### config.mk
export PLATFORM = sky130hd
export DESIGN_NAME = countdown_controller_flat
export DESIGN_NICKNAME = d
export VERILOG_FILES = /design/src/rtl/countdown_controller_if.sv /design/src/rtl/countdown_controller.sv /design/src/flat_wrapper.sv
export SDC_FILE = /design/constraint.sdc
export NUM_CORES = 1
export LEC_CHECK = 0
export BUFFER_PORTS_ARGS = -buffer_cell sky130_fd_sc_hd__buf_4
export CAP_MARGIN = 20
export CORE_MARGIN = 2
export CORE_UTILIZATION = 53
export CTS_BUF_LIST = sky130_fd_sc_hd__clkbuf_2
export CTS_CLUSTER_SIZE = 24
export DETAILED_ROUTE_END_ITERATION = 12
export PLACE_DENSITY = 0.74
export SYNTH_ARGS = -nofsm -noshare
export SYNTH_HDL_FRONTEND = slang
export SYNTH_SLANG_ARGS = --single-unit
### constraint.sdc
create_clock -name clk -period 2.1 [get_ports clk]
set_clock_uncertainty 0.15 [all_clocks]
set_input_delay 0.525 -clock clk [delete_from_list [all_inputs] [get_ports clk]]
set_output_delay 0.525 -clock clk [all_outputs]
set_load 0.02 [all_outputs]
### src/rtl/countdown_controller_if.sv
// Button/tick inputs and display/alarm outputs of the countdown controller.
interface countdown_controller_if;
    logic       tick;
    logic       start_stop;
    logic       clear;
    logic       inc_min;
    logic       inc_sec;
    logic [6:0] minutes;
    logic [5:0] seconds;
    logic [1:0] state;
    logic       alarm;
    logic       div_restart;

    modport master (
        output tick, start_stop, clear, inc_min, inc_sec,
        input  minutes, seconds, state, alarm, div_restart
    );

    modport slave (
        input  tick, start_stop, clear, inc_min, inc_sec,
        output minutes, seconds, state, alarm, div_restart
    );
endinterface

### src/rtl/countdown_controller.sv
// Egg-timer countdown sequencer: setpoint entry, tick-driven countdown,
// timed alarm, and divider restart strobe.
// Optional macro COUNTDOWN_RELOAD_EN: keeps a preset captured at start and
// reloads it when the alarm ends.
module countdown_controller #(
    parameter int TICKS_PER_SEC = 2,
    parameter int MAX_MIN       = 99,
    parameter int ALARM_SECS    = 10,
    parameter int SUB_W         = 4
) (
    input  logic                  clk,
    input  logic                  reset,
    countdown_controller_if.slave bus
);
    typedef enum logic [1:0] {
        IDLE  = 2'b00,
        RUN   = 2'b01,
        PAUSE = 2'b10,
        ALARM = 2'b11
    } state_t;

    localparam logic [SUB_W-1:0] SUB_LAST   = SUB_W'(TICKS_PER_SEC - 1);
    localparam logic [SUB_W-1:0] ALARM_LAST = SUB_W'(ALARM_SECS - 1);
    localparam logic [6:0]       MIN_LAST   = 7'(MAX_MIN);

    state_t           state_q, state_d;
    logic [6:0]       min_q, min_d;
    logic [5:0]       sec_q, sec_d;
    logic [SUB_W-1:0] sub_q, sub_d;
    logic [SUB_W-1:0] asec_q, asec_d;
    logic             alarm_q, alarm_d;
    logic             restart_q, restart_d;
    logic [6:0]       ret_min;
    logic [5:0]       ret_sec;
    logic             sec_done;
    logic             time_nz;

`ifdef COUNTDOWN_RELOAD_EN
    logic [6:0] pre_min_q, pre_min_d;
    logic [5:0] pre_sec_q, pre_sec_d;

    assign ret_min = pre_min_q;
    assign ret_sec = pre_sec_q;

    // Preset register, captured on start and cleared by clear.
    always_ff @(posedge clk or posedge reset) begin
        if (reset) begin
            pre_min_q <= '0;
            pre_sec_q <= '0;
        end else begin
            pre_min_q <= pre_min_d;
            pre_sec_q <= pre_sec_d;
        end
    end
`else
    assign ret_min = '0;
    assign ret_sec = '0;
`endif

    assign sec_done = bus.tick && (sub_q == SUB_LAST);
    assign time_nz  = (min_q != '0) || (sec_q != '0);

    // State and datapath registers.
    always_ff @(posedge clk or posedge reset) begin
        if (reset) begin
            state_q   <= IDLE;
            min_q     <= '0;
            sec_q     <= '0;
            sub_q     <= '0;
            asec_q    <= '0;
            alarm_q   <= 1'b0;
            restart_q <= 1'b0;
        end else begin
            state_q   <= state_d;
            min_q     <= min_d;
            sec_q     <= sec_d;
            sub_q     <= sub_d;
            asec_q    <= asec_d;
            alarm_q   <= alarm_d;
            restart_q <= restart_d;
        end
    end

    // Next-state logic; clear overrides everything, then start_stop, then tick.
    always_comb begin
        state_d   = state_q;
        min_d     = min_q;
        sec_d     = sec_q;
        sub_d     = sub_q;
        asec_d    = asec_q;
        alarm_d   = alarm_q;
        restart_d = 1'b0;
`ifdef COUNTDOWN_RELOAD_EN
        pre_min_d = pre_min_q;
        pre_sec_d = pre_sec_q;
`endif
        if (bus.clear) begin
            state_d = IDLE;
            min_d   = '0;
            sec_d   = '0;
            sub_d   = '0;
            asec_d  = '0;
            alarm_d = 1'b0;
`ifdef COUNTDOWN_RELOAD_EN
            pre_min_d = '0;
            pre_sec_d = '0;
`endif
        end else begin
            case (state_q)
                IDLE: begin
                    if (bus.start_stop) begin
                        if (time_nz) begin
                            state_d   = RUN;
                            sub_d     = '0;
                            restart_d = 1'b1;
`ifdef COUNTDOWN_RELOAD_EN
                            pre_min_d = min_q;
                            pre_sec_d = sec_q;
`endif
                        end
                    end else begin
                        if (bus.inc_min)
                            min_d = (min_q == MIN_LAST) ? '0 : min_q + 7'd1;
                        if (bus.inc_sec)
                            sec_d = (sec_q == 6'd59) ? '0 : sec_q + 6'd1;
                    end
                end
                RUN: begin
                    if (bus.start_stop) begin
                        state_d = PAUSE;
                    end else if (sec_done) begin
                        sub_d = '0;
                        if (sec_q != '0) begin
                            sec_d = sec_q - 6'd1;
                            if (min_q == '0 && sec_q == 6'd1) begin
                                state_d = ALARM;
                                alarm_d = 1'b1;
                                asec_d  = '0;
                            end
                        end else begin
                            sec_d = 6'd59;
                            min_d = min_q - 7'd1;
                        end
                    end else if (bus.tick) begin
                        sub_d = sub_q + 1'b1;
                    end
                end
                PAUSE: begin
                    if (bus.start_stop)
                        state_d = RUN;
                end
                ALARM: begin
                    if (bus.start_stop) begin
                        state_d = IDLE;
                        alarm_d = 1'b0;
                        sub_d   = '0;
                        asec_d  = '0;
                        min_d   = ret_min;
                        sec_d   = ret_sec;
                    end else if (sec_done) begin
                        sub_d = '0;
                        if (asec_q == ALARM_LAST) begin
                            state_d = IDLE;
                            alarm_d = 1'b0;
                            asec_d  = '0;
                            min_d   = ret_min;
                            sec_d   = ret_sec;
                        end else begin
                            asec_d = asec_q + 1'b1;
                        end
                    end else if (bus.tick) begin
                        sub_d = sub_q + 1'b1;
                    end
                end
                default: state_d = IDLE;
            endcase
        end
    end

    assign bus.minutes     = min_q;
    assign bus.seconds     = sec_q;
    assign bus.state       = state_q;
    assign bus.alarm       = alarm_q;
    assign bus.div_restart = restart_q;
endmodule

### src/flat_wrapper.sv
// flat-port wrapper written by rule: the top's interface ports become plain ports
module countdown_controller_flat 
#(
    parameter int TICKS_PER_SEC = 2,
    parameter int MAX_MIN       = 99,
    parameter int ALARM_SECS    = 10,
    parameter int SUB_W         = 4
)
  (clk, reset, bus_tick, bus_start_stop, bus_clear, bus_inc_min, bus_inc_sec, bus_minutes, bus_seconds, bus_state, bus_alarm, bus_div_restart);
  countdown_controller_if bus_i ();
  input  logic clk;
  input  logic reset;
  input wire logic [$bits(bus_i.tick)-1:0] bus_tick;
  input wire logic [$bits(bus_i.start_stop)-1:0] bus_start_stop;
  input wire logic [$bits(bus_i.clear)-1:0] bus_clear;
  input wire logic [$bits(bus_i.inc_min)-1:0] bus_inc_min;
  input wire logic [$bits(bus_i.inc_sec)-1:0] bus_inc_sec;
  output wire logic [$bits(bus_i.minutes)-1:0] bus_minutes;
  output wire logic [$bits(bus_i.seconds)-1:0] bus_seconds;
  output wire logic [$bits(bus_i.state)-1:0] bus_state;
  output wire logic [$bits(bus_i.alarm)-1:0] bus_alarm;
  output wire logic [$bits(bus_i.div_restart)-1:0] bus_div_restart;
  assign bus_i.tick = bus_tick;
  assign bus_i.start_stop = bus_start_stop;
  assign bus_i.clear = bus_clear;
  assign bus_i.inc_min = bus_inc_min;
  assign bus_i.inc_sec = bus_inc_sec;
  assign bus_minutes = bus_i.minutes;
  assign bus_seconds = bus_i.seconds;
  assign bus_state = bus_i.state;
  assign bus_alarm = bus_i.alarm;
  assign bus_div_restart = bus_i.div_restart;
  countdown_controller #(.TICKS_PER_SEC(TICKS_PER_SEC), .MAX_MIN(MAX_MIN), .ALARM_SECS(ALARM_SECS), .SUB_W(SUB_W)) u_core (.clk(clk), .reset(reset), .bus(bus_i));
endmodule
### After elaboration in Yosys (flattened, before gate mapping)

Cells that the tools add are included.

* bits in registers: 25

* reduce and logical (&&, ||, !) cells: 15
* multiplexer cells: 64
* $add $sub $neg: 6
* equality and inequality tests: 24

Operator list (count)
* 2-to-1 mux 7 bit: 10
* 2-to-1 mux 4 bit: 15
* 2-to-1 mux 6 bit: 10
* 2-to-1 mux 2 bit: 11
* inequality test 3 bit, second input constant: 7
* one-hot mux 7 bit (3 select lines): 1
* inequality test 4 x 3 -> 1 bit, second input constant: 5
* one-hot mux 6 bit (3 select lines): 1
* AND reduction 8 bit: 2
* AND reduction 7 bit: 2
* 2-to-1 mux 1 bit: 12
* inequality test 3 x 2 -> 1 bit, second input constant: 4
* one-hot mux 4 bit (3 select lines): 1
* adder 4 x 1 -> 4 bit, second input constant: 2
* one-hot mux 2 bit (4 select lines): 1
* one-hot mux 4 bit (2 select lines): 1
* adder 7 x 1 -> 7 bit, second input constant: 1
* == test 7 bit, second input constant: 1
* zero test 7 bit: 1
* nonzero test 7 bit: 1
* subtractor 7 x 1 -> 7 bit, second input constant: 1
* adder 6 x 1 -> 6 bit, second input constant: 1
* == test 6 x 1 -> 1 bit, second input constant: 1
* == test 6 bit, second input constant: 1
* 14 further kinds: 16

### Logic depth before layout (Yosys ltp)

Gate-level depths: netlist (run 1).

* depth after elaboration: 8
* gate-level depth with buffers: 8

### Worst setup path after synthesis (run 1)

OpenSTA, ideal clock, no wires.

* path type: register -> register
* from: register u_core.sub_q[1]
* to: register u_core.min_q[6], in the netlist u_core.bus.minutes[6]
* slack: -64 ps
* path buffers: 0
* cell stages (with the launch flop): 8
* arrival: 1910 ps
* clock period less this slack: 2164 ps
* required time: 1846 ps
* path through: dfrtp_1 > inv_1 > ha_1 > nand4bb_4 > or3_1 > a31o_1 > or4_1 > o311ai_1

* word-level cells in the longest chain between the ends: 4

Ends and longest elaborated chain
* start, declared: RTL line countdown_controller.sv:29 `logic [SUB_W-1:0] sub_q, sub_d;`
* start signal, assigned: RTL line countdown_controller.sv:77 `sub_q <= sub_d;`
* == test 4 x 1 -> 1 bit *: RTL line countdown_controller.sv:60 `assign sec_done = bus.tick && (sub_q == SUB_LAST);`
* logical AND 1 bit *: RTL line countdown_controller.sv:60
* inequality test 4 x 3 -> 1 bit (no source line) / inequality test 3 x 2 -> 1 bit (equally long branches)
* AND reduction 8 bit (no source line) *
* end signal, assigned: RTL line countdown_controller.sv:75 `min_q <= min_d;`
* end, declared: RTL line countdown_controller.sv:27 `logic [6:0] min_q, min_d;`

Every way passes the cells marked *; elsewhere a longest branch is shown, timed or not.
A chain may end at the register's enable or synchronous reset.

### Worst setup path after layout (run 1)

Same ends and word-level chain as after synthesis.

==> impl_results.md, run 1 <==
- Final net count: 304
- DRT iter0 DRCs: 161
- Sequential area share after synthesis: 32.24%
- Via count of the first global-routing pass: 1915
- Htree depth: 1
- Largest net degree at the start of global routing: 26
- Post-synth top area share: 32.24%
- I/O pins: 24
- Yosys Warn Count: 0
- Worst setup margin: -0.06211 ns
- Endpoint class of the critical path: flop
- Max incr delay on CP: 0.46 ns
- CP Max Fanout: 3
- Compound-cell area share of the yosys netlist: 28.24%
- P&R area growth vs syn: 31.33%
- Clk_lat worst skew: 0.35 ns
- Die area: 4162 um^2
- CP startpoint kind: flop
- Final HPWL DP: 3723 um
- Via density per instance: 5.952
- Initial antenna violation count: 0
- Antenna-violating nets left: 0
- Place WS: -0.02918 ns
- Cell accounting for the most synthesized area: dfrtp_1
- Ys flop type: dfrtp_1
- Dominant cells by area after synthesis: dfrtp_1 (32%), ha_1 (7.1%), o21ai_0 (4.4%)
- Register bit total from synthesis: 25
- Hold Path Class: in2async
- Final WL: 5255 um
- Synth Cell Area: 1941 um^2
- DRC viols: 0
- Clk root buf: clkbuf_2
- Fmax: 462.5 MHz
- Unique masters post-synth: 55
- Worst Tran Pin Value: 0.4400 ns
- Status: finished with violations
- Fillcell total: 275
- Pleak: 1.153 nW
- Pre-antenna DRT Iters: 4
- CTS tree: yes
- # rows: 21
- Rel. slew slack: 70.44%
- Mux contribution to synthesized area: 2.772%
- Largest family of logic cells by synthesized area: compound AO/OA/AOI/OAI gates
- Adder-cell share of the synthesized area: 7.092%
- Crit path kind: reg2reg
- Die W: 64.51 um
- Sink Count: 25
- Post-synthesis net count: 246
- Critical Path AT: 2.28 ns
- Die Y: 64.51 um
- CTS buffer count: 3
- Post-synth EDFFs: 0
- Max clock buf depth: 2
- Failing checks: negative setup slack
- Crit-path slowest cell: dfrtp_1
- Gr ovfl total: 0
- Vias: 1970
- Total GRT Usage: 26.38%
- Routed wire per std cell: 15.88 um
- Async SR Flop Fraction: 100.0%
- Synth Area in Simple Gates: 24.31%
- Final Setup Violations: 1
- Fin util: 74.62%
- Avg Inst Size Synth: 8.511 um^2
- Antenna diode count: 0
- Maximum vdd drop: 772.2 uV
- XOR/XNOR Fraction of Synth Area: 0%
- Core ar.: 3416 um^2
- CTS clock-pin slew for the worst setup and hold paths: 0.26 ns
- Max Slew Vio Count: 0
- Tmin final: 2.162 ns
- CP cell instances: inv_2 -> ha_4 -> nand4bb_4 -> or3_1 -> a31o_1 -> or4_4 -> o311ai_2
- Initial core utilization: 56.81%
- Routability congestion estimate: 0.8978
- Share of layout cells above drive strength 1: 35.09%
- RSZ-0062 raised after global routing: true
- Req. time, crit path: 2.22 ns
- Fin. Hold Viols: 0
- Number of max-cap violations: 0
- Power per standard cell area: 1282 nW/um^2
- First-pass GRT wire length: 8783 um
- Port Buffers: 23
- Syn Inst Count: 228
- Period Utilization, post-route: 103.0%
-- routing by layer --
layer / wire (um) / vias to the layer above / global-route usage [%]
met5: 0 / - / 0
met4: 80 / 0 / 8.777
met3: 267 / 14 / 3.472
met2: 2531 / 58 / 44.53
met1: 2375 / 925 / 34.95
li1: - / 973 / -
-- state kept, by name, indices dropped and copies added, names as in the netlist --
| register | flops |
|---|---|
| u_core.bus.div_restart | 1 |
| u_core.bus.seconds | 6 |
| u_core.bus.alarm | 1 |
| u_core.bus.state | 2 |
| u_core.bus.minutes | 7 |
| u_core.asec_q | 4 |
| u_core.sub_q | 4 |
-- layout by cell type, fill, tap and decap left out, drive strengths merged, types with 7 or more instances in the layout --
| master | n |
|---|---|
| a21oi | 12 |
| buf | 67 |
| dfrtp | 25 |
| ha | 11 |
| inv | 13 |
| nand2 | 15 |
| nor2 | 19 |
| nor2b | 7 |
| nor3 | 8 |
| o21ai | 19 |
-- final timing paths --
| path | endpoint | start | cells past startpoint | slack [ns] |
|---|---|---|---|---|
| worst min register to register | u_core.bus.alarm | u_core.bus.alarm | 1 | 0.38 |
| worst max register to register | u_core.bus.minutes[6] | u_core.sub_q[1] | 7 | -0.06 |
| worst max-delay path | u_core.bus.minutes[6] | u_core.sub_q[1] | 7 | -0.06 |
| max in group asynchronous | u_core.bus.minutes[3] | reset | 3 | 1.49 |
| worst min-delay path | u_core.asec_q[1] | reset | 3 | 0.02 |
| min in group clk | u_core.bus.div_restart | bus_start_stop | 2 | 0.35 |
-- cell usage after synthesis (all sizes together) (3+ instances only) --
master,number
a21oi,12
a22o,5
clkbuf,11
o21bai,3
nor2,19
inv,13
nand4,3
mux2,3
dfrtp,25
nor2b,7
nor3,8
nand3,5
a31o,3
buf,3
o2bb2ai,3
nand2,15
a32oi,3
o22ai,3
ha,11
a31oi,5
nand2b,4
or3,3
o31ai,5
nor4,5
o21ai,19
-- logic make-up (layout without fill, tap and decap cells) --
kind of cell | after synthesis | count (layout)
DFF | 25 | 25
AOI/OAI and AO/OA | 79 | 79
muxes | 5 | 5
buffers and inverters | 27 | 84
and+or+nand+nor | 81 | 81
adders and majority gates | 11 | 11
-- through the flow --
step | std cells | hold slack, ns | TNS [ns] | total power [mW] | instance area (um^2)
floorplan | 228 | 0.3194 | -0.006717 | 2.084 | 1944
global placement | 318 | 0.3352 | 0 | 2.803 | 2381
detailed placement | 318 | 0.3381 | -0.05415 | 2.838 | 2381
CTS | 325 | 0.02326 | -0.03125 | 3.044 | 2434
global route | 331 | 0.03962 | -0.2171 | 3.535 | 2549
finish | 331 | 0.02141 | -0.06211 | 3.267 | 2549
-- final cells by class --
| type | count | area [um^2] | share of cell area (%) |
|---|---|---|---|
| Clock inverter | 1 | 5.005 | 0.1964 |
| Tap cell | 46 | 57.56 | 2.258 |
| Multi-Input combinational cell | 176 | 1289 | 50.56 |
| Clock buffer | 3 | 15.01 | 0.5891 |
| Sequential cell | 25 | 630.6 | 24.74 |
| Timing Repair Buffer | 67 | 503.0 | 19.73 |
| Inverter | 13 | 48.80 | 1.915 |
-- worst max-delay path: cells and delay by family, from the launching register on --
family	cells	cell delay, ns
AOI/OAI and AO/OA	2	0.36
and+or+nand+nor	3	0.90
adders and majority gates	1	0.13
DFF	1	0.46
buffers and inverters	1	0.08
-- power by group --
group	leakage (nW)	total [mW]	internal, mW	switching [mW]
sequential	0.330	0.810	0.622	0.188
combinational	0.807	2.26	1.01	1.25
clock	0.0164	0.198	0.0432	0.155
total	1.15	3.27	1.68	1.59
-- what timing repair did --
action / CTS / global route
resized for setup: 2 / 20
hold buffers: 0 / 0
endpoints found under the setup margin: 6 / 18
buffers inserted: 3 / 6
pin swaps: 2 / 6
Power figures use the tool's default switching activity.
==> inputs of run 2 (changes only) <==
--- a/config.mk
+++ b/config.mk
@@ -5,6 +5,7 @@
 export SDC_FILE = /design/constraint.sdc
 export NUM_CORES = 1
 export LEC_CHECK = 0
+export ABC_AREA = 1
 export BUFFER_PORTS_ARGS = -buffer_cell sky130_fd_sc_hd__buf_4
 export CAP_MARGIN = 20
 export CORE_MARGIN = 2
@@ -12,7 +13,7 @@
 export CTS_BUF_LIST = sky130_fd_sc_hd__clkbuf_2
 export CTS_CLUSTER_SIZE = 24
 export DETAILED_ROUTE_END_ITERATION = 12
-export PLACE_DENSITY = 0.74
+export PLACE_DENSITY = 0.73
 export SYNTH_ARGS = -nofsm -noshare
 export SYNTH_HDL_FRONTEND = slang
 export SYNTH_SLANG_ARGS = --single-unit
==> run 2 against run 1 <==
Against the previous run: the run now ends clean; combinational power is 4% lower; hold slack worse by 0.012 ns; sequential cell count stayed put; routed wire length is 2.8% higher; global-route usage is 2.9 points lower; register-to-register slack better by 0.30 ns; largest power group unchanged.
==> impl_results.md, run 2 <==
- Worst Tran Pin Value: 0.3422 ns (-0.09788 ns)
- Antenna diode count: 0 (unchanged)
- Power per standard cell area: 1248 nW/um^2 (-2.6%)
- Commonest non-fill, non-tap cell in the layout: nand2_1
- Endpoint class of the critical path: primary output
- First-pass GRT wire length: 9556 um (+8.8%)
- Die W: 69.95 um (+8.4%)
- P&R area growth vs syn: 11.29%
- Max incr delay on CP: 0.61 ns (+0.15 ns)
- Post-synth top cells: nand2_1 (115), nand3_1 (44), inv_1 (38)
- Pint: 1.432 mW (-15%)
- Placement-stage cell area: 2545 um^2 (+6.9%)
- Pleak: 1.417 nW (+23%)
- Clk root buf: clkbuf_2
- Setup TNS: 0 ns (+0.06211 ns)
- Req. time, crit path: 1.42 ns (-0.80 ns)
- Final WL: 5401 um (+2.8%)
- Dominant cells by area after synthesis: dfrtp_1 (27%), nand2_1 (19%), nand3_1 (9.6%)
- Gr ovfl total: 0 (unchanged)
- Max Slew Vio Count: 0 (unchanged)
- Hold Path Class: in2async
- Post-synth top area share: 27.14% (-5.1 points)
- Sequential area share after synthesis: 27.14% (-5.1 points)
- Fin. Hold Viols: 0 (unchanged)
- Htree depth: 1 (unchanged)
- Cell accounting for the most synthesized area: dfrtp_1
- Die area: 4892 um^2 (+18%)
- Critical Path AT: 1.19 ns (-1.09 ns)
- Buf/Inv on CP: 1 (unchanged)
- Crit-path slowest cell: dfrtp_1
- Core ar.: 4086 um^2 (+20%)
- Reg2reg end: u_core.bus.minutes[6]
- Tmin final: 1.867 ns (-0.2954 ns)
- Cells on worst reg2reg path: 8 (+1)
- Share of layout cells above drive strength 1: 17.41% (-18 points)
- Resized Gates After CTS: 0 (-2)
- Sink Count: 25 (unchanged)
- Register share of total power: 25.5% (+0.7 points)
- Final Setup Violations: 0 (-1)
- Switching power total: 1.769 mW (+11%)
- CP cell instances: buf_4
- Number of setup buffers added after CTS: 0 (-3)
- Rel. slew slack: 77.19% (+6.8 points)
- I/O pins: 24 (unchanged)
- Total GRT Usage: 23.50% (-2.9 points)
- Avg Inst Size Synth: 6.529 um^2 (-23%)
- Worst path top cell family by delay: flip-flops
- Port Buffers: 23 (unchanged)
- Status: finished, final reports clean
- Max reg flops: 7 (unchanged)
- Pre-antenna DRT Iters: 5 (+1)
- Reg2reg setup slack: 0.24 ns (+0.30 ns)
- Routability congestion estimate: 0.9509 (+5.9%)
- Most frequent cells in the layout: nand2_1 (115), nand3_1 (44), inv_1 (38)
- # rows: 23 (+9.5%)
- Via count of the first global-routing pass: 2092 (+9.2%)
- Final HPWL DP: 4127 um (+11%)
- Routed wire per std cell: 12.59 um (-21%)
- Yosys Warn Count: 0 (unchanged)
- CTS tree: yes
- DRC viols: 0 (unchanged)
- Most common cell in the netlist: nand2_1
- Unique masters post-synth: 34 (-38%)
- Post-route cell area: 2565 um^2 (+0.64%)
- Crit path kind: reg2out
- Die Y: 69.95 um (+8.4%)
- Fmax: 535.7 MHz (+16%)
- Initial antenna violation count: 0 (unchanged)
- Vias: 2277 (+16%)
- CP Max Fanout: 8 (+5)
- Antenna-violating nets left: 0 (unchanged)
- Clk pwr share: 6.6% (+0.5 points)
- Dpl cells: 425 (+34%)
- Final net count: 398 (+31%)
- Via density per instance: 5.308 (-11%)
- Post-synthesis net count: 371 (+51%)
- Synth Cell Area: 2305 um^2 (+19%)
- Ys flop type: dfrtp_1
- Critical R2R Launch: u_core.bus.seconds[1]
- Async SR Flop Fraction: 100.0% (unchanged)
- Post-synth EDFFs: 0 (unchanged)
- DRT iter0 DRCs: 113 (-30%)
- Switching part of the total: 55.27% (+6.7 points)
- Largest net degree at the start of global routing: 26 (unchanged)
- Syn Inst Count: 353 (+55%)
- Number of max-cap violations: 0 (unchanged)
- Clk_lat worst skew: 0.37 ns (+0.02 ns)
- Final cell count without fillers: 429 (+30%)
- Max clock buf depth: 2 (unchanged)
- RSZ-0062 raised after global routing: false
- CP startpoint kind: flop
- Period Utilization, post-route: 88.89% (-14 points)
- CTS buffer count: 3 (unchanged)
- # hold bufs at CTS: 0 (unchanged)
- CTS clock-pin slew for the worst setup and hold paths: 0.26 ns (about the same)
- Register bit total from synthesis: 25 (unchanged)
- Maximum vdd drop: 821.8 uV (+6.4%)
- Gate power share: 67.8% (-1.4 points)
- Initial core utilization: 56.40% (-0.41 points)
run 2: cell types whose count changed in the layout (fill, tap and decap cells not counted), sizes merged, moves of 5 or more:
cell   previous run  this run
a21oi            12         4
a22o              5         0
a31oi             5         0
buf              67        30
inv              13        47
nand2            15       122
nand3             5        49
nand4             3        11
nor2             19        37
nor2b             7         0
nor3              8         1
nor4              5         0
o31ai             5         0
xor2              0         7
run 2: worst max path at each step:
stage / end / slack [ns] / cells past startpoint / start
6_report: bus_seconds[2] / 0.23 / 1 / u_core.bus.seconds[2]
5_1_grt: u_core.bus.minutes[6] / 0.06 / 12 / u_core.sub_q[1]
4_1_cts: bus_state[0] / 0.24 / 1 / u_core.bus.state[0]
3_5_place_dp: u_core.bus.minutes[1] / 0.26 / 7 / bus_clear
3_3_place_gp: u_core.bus.minutes[0] / 0.27 / 8 / bus_clear
2_1_floorplan: u_core.sub_q[0] / 0.39 / 9 / u_core.bus.seconds[0]
run 2: cell families (layout without fill, tap and decap cells):
kind of cell | after synthesis | in the layout | share of synthesized area [%]
flip-flops | 25 | 25 | 27.14
buffers and inverters | 56 | 82 | 9.989
adder cells (fa/ha/maj) | 11 | 11 | 5.972
AO/OA/AOI/OAI | 28 | 28 | 6.949
XOR/XNOR | 9 | 9 | 3.420
AND/OR/NAND/NOR | 224 | 224 | 46.52
run 2: stage by stage:
stage | hold WS, ns | total power [mW] | worst slack [ns] | utilization, %
5_1_grt | 0.04664 | 3.512 | 0.05978 | 62.77
2_1_floorplan | 0.3458 | 2.442 | 0.3878 | -
3_5_place_dp | 0.3735 | 2.984 | 0.2602 | 62.28
6_report | 0.009266 | 3.201 | 0.2333 | 62.77
4_1_cts | 0.01310 | 3.197 | 0.2389 | 62.77
3_3_place_gp | 0.3756 | 2.962 | 0.2654 | 62.28
run 2: cell type report:
type | instances | area, um^2
tap | 50 | 62.56
multi-input combinational | 272 | 1449
clock buffer | 4 | 20.02
inverter | 48 | 182.7
fill | 384 | 1521
sequential | 25 | 625.6
timing repair buffer | 30 | 225.2
run 2: power groups by stage:
stage          Sequential, mW  Combinational (mW)  Clock (mW)
5_1_grt                 0.849                2.44       0.224
3_3_place_gp            0.820                2.14           0
6_report                0.817                2.17       0.212
4_1_cts                 0.817                2.16       0.217
2_1_floorplan           0.888                1.55           0
3_5_place_dp            0.827                2.16           0
run 2: metal layers:
layer,vias to the layer above,global-route usage [%],routed length (um)
met1,1046,33.03,2638
met2,42,38.31,2521
met4,0,5.556,74
met5,-,0,0
met3,6,3.175,166
li1,1183,-,-
==> inputs of run 3 (changes only) <==
--- a/config.mk
+++ b/config.mk
@@ -13,7 +13,8 @@
 export CTS_BUF_LIST = sky130_fd_sc_hd__clkbuf_2
 export CTS_CLUSTER_SIZE = 24
 export DETAILED_ROUTE_END_ITERATION = 12
-export PLACE_DENSITY = 0.73
+export HOLD_SLACK_MARGIN = 0.15
+export PLACE_DENSITY = 0.7
 export SYNTH_ARGS = -nofsm -noshare
 export SYNTH_HDL_FRONTEND = slang
 export SYNTH_SLANG_ARGS = --single-unit
==> constraint.sdc (replaced) <==
create_clock -name clk -period 2 [get_ports clk]
set_clock_uncertainty 0.15 [all_clocks]
set_input_delay 0.2 -clock clk [delete_from_list [all_inputs] [get_ports clk]]
set_output_delay 0.2 -clock clk [all_outputs]
set_load 0.02 [all_outputs]
==> run 3 against run 2 <==
Against the previous run: final area rose by 2.5%; first-iteration DRC count rose by 41%; worst setup slack got worse by 0.090 ns; hold slack improved by 0.19 ns; via count fell by 0.40%; routed wire length rose by 0.63%; count of clock-buffer cells in the layout did not move; critical path depth rose by 8.
==> impl_results.md, run 3 (synthesized netlist as in run 2, its figures left out) <==
- Pleak: 1.442 nW (+1.8%)
- CTS buffer count: 3 (unchanged)
- Share of layout cells above drive strength 1: 18.23% (+0.81 points)
- Most frequent cells in the layout: nand2_1 (115), nand3_1 (44), inv_1 (38)
- Maximum vdd drop: 683.9 uV (-17%)
- Worst Tran Pin Value: 0.5663 ns (+0.2241 ns)
- Port Buffers: 23 (unchanged)
- Period Utilization, post-route: 92.81%
- Pint: 1.526 mW (+6.6%)
- Final WL: 5435 um (+0.63%)
- Initial antenna violation count: 0 (unchanged)
- Switching power total: 1.845 mW (+4.3%)
- I/O pins: 24 (unchanged)
- Fmax: 538.7 MHz
- CTS tree: yes
- Post-route cell area: 2630 um^2 (+2.5%)
- Max reg flops: 7 (unchanged)
- Final HPWL DP: 4022 um (-2.5%)
- Max incr delay on CP: 0.52 ns (-0.09 ns)
- Busiest grt layer: met2
- CP dominant cell by count: inv_1
- Number of setup buffers added after CTS: 0 (unchanged)
- Register share of total power: 24.9% (-0.6 points)
- Routing usage on met3: 2.886% (-0.29 points)
- Commonest non-fill, non-tap cell in the layout: nand2_1
- Hold Path Class: in2reg
- Crit-path slowest cell: dfrtp_1
- First-pass GRT wire length: 9570 um (+0.15%)
- Max clock buf depth: 2 (unchanged)
- Via density per instance: 5.226 (-1.5%)
- Clk_lat worst skew: 0.37 ns (about the same)
- Via count of the first global-routing pass: 2097 (+0.24%)
- Placement-stage cell area: 2565 um^2 (+0.79%)
- Fin. Hold Viols: 0 (unchanged)
- Final Setup Violations: 0 (unchanged)
- Number of max-cap violations: 0 (unchanged)
- Initial core utilization: 56.40% (unchanged)
- Sink Count: 25 (unchanged)
- DRT iter0 DRCs: 159 (+41%)
- Worst path top cell family by delay: simple AND/OR/NAND/NOR gates
- Die W: 69.95 um (unchanged)
- Worst setup margin: 0.1438 ns (-0.08952 ns)
- Endpoint class of the critical path: flop
- Htree depth: 1 (unchanged)
- DRC viols: 0 (unchanged)
- Pre-antenna DRT Iters: 4 (-1)
- Buf/Inv on CP: 3 (+2)
- Clk pwr share: 6.4% (-0.2 points)
- Antenna diode count: 0 (unchanged)
- Req. time, crit path: 2.16 ns (+0.74 ns)
- Core ar.: 4086 um^2 (unchanged)
- CTS clock-pin slew for the worst setup and hold paths: 0.25 ns (about the same)
- Largest net degree at the start of global routing: 20 (-23%)
- Vias: 2268 (-0.40%)
- Routability congestion estimate: 0.8814 (-7.3%)
- Gr ovfl total: 0 (unchanged)
- Die area: 4892 um^2 (unchanged)
- GR Layer Usage met2: 38.10% (-0.21 points)
- Status: finished, final reports clean
- Die Y: 69.95 um (unchanged)
- CP Max Fanout: 9 (+1)
- Clk root buf: clkbuf_2
- CP cell instances: inv_1 -> ha_1 -> nand3_2 -> inv_1 -> nand3b_4 -> nand2_1 -> inv_1 -> nand3_1 -> nand2_1
- Reg2reg setup slack: 0.14 ns (-0.10 ns)
- CP startpoint kind: flop
- Place WS: 0.1775 ns (-0.08270 ns)
- Antenna-violating nets left: 0 (unchanged)
- P&R area growth vs syn: 14.12%
- Rel. slew slack: 62.21% (-15 points)
- Gate power share: 68.7% (+0.9 points)
- Total GRT Usage: 23.66% (+0.15 points)
- # rows: 23 (unchanged)
- Met1 Track Usage GR: 33.18% (+0.15 points)
- Tmin final: 1.856 ns
- Crit path kind: reg2reg
- Critical Path AT: 2.01 ns (+0.82 ns)
- Routed wire per std cell: 12.52 um (-0.53%)
- Switching part of the total: 54.73% (-0.54 points)
- Max Slew Vio Count: 0 (unchanged)
- Power per standard cell area: 1282 nW/um^2 (+2.7%)
- Final net count: 403 (+1.3%)
run 3: cell count changes in the layout (fill, tap and decap cells not counted):
cell           previous run  this run
nor2_2                    2         3
buf_12                    0         1
dfrtp_2                   0         2
nor2_1                   29        28
dfrtp_1                  25        23
dlygate4sd3_1             0         4
run 3: tightest hold or removal path: stages:
cell and delay (ns):
buf_4 0.11, nor2_1 0.13, a21oi_1 0.05, nand2_1 0.07, nor2_2 0.05, nand3_1 0.07
nand2_1 0.04
run 3: metrics by stage:
stage	hold slack, ns	TNS, ns	utilization (%)	power (mW)	instances
floorplan	0.07732	0	-	2.564	353
global placement	0.1206	0	62.77	3.123	426
detailed placement	0.1335	0	62.77	3.130	426
CTS	0.1839	0	64.24	3.371	434
global route	0.2452	-0.001205	64.36	3.748	434
finish	0.2010	0	64.36	3.372	434
run 3: routing by layer:
| layer | share of wire (%) | wire length (um) |
|---|---|---|
| met1 | 49 | 2659 |
| met2 | 47 | 2568 |
| met3 | 2.8 | 151 |
| met4 | 1.0 | 56 |
| met5 | 0 | 0 |
run 3: power groups by stage:
stage          Sequential (mW)  Clock [mW]  Combinational (mW)
2_1_floorplan            0.932           0                1.63
3_3_place_gp             0.842           0                2.28
3_5_place_dp             0.843           0                2.29
4_1_cts                  0.832       0.231                2.31
5_1_grt                  0.862       0.248                2.64
6_report                 0.839       0.215                2.32
run 3: repair_timing:
action,4_1_cts,5_1_grt
setup endpoints to repair,0,5
hold buffers,4,0
resized for setup,0,3
endpoints found under the hold margin,40,0
run 3: worst paths after layout:
check / startpoint / endpoint / depth (start not counted)
setup / recovery: u_core.bus.seconds[1] / u_core.sub_q[0] / 9
max in group asynchronous: reset / u_core.bus.seconds[0] / 4
hold reg to reg: u_core.bus.alarm / u_core.bus.alarm / 2
min in group asynchronous: reset / u_core.bus.minutes[2] / 3
setup reg to reg: u_core.bus.seconds[1] / u_core.sub_q[0] / 9
hold / removal: bus_inc_min / u_core.bus.minutes[2] / 7
run 3: final cells by class:
| class | count | area [um^2] |
|---|---|---|
| repair buffers | 35 | 285.3 |
| flip-flops and latches | 25 | 628.1 |
| fillers | 390 | 1456 |
| multi-input cells | 272 | 1451 |
| clock buffers | 4 | 20.02 |
| well taps | 50 | 62.56 |
| inverters | 48 | 182.7 |
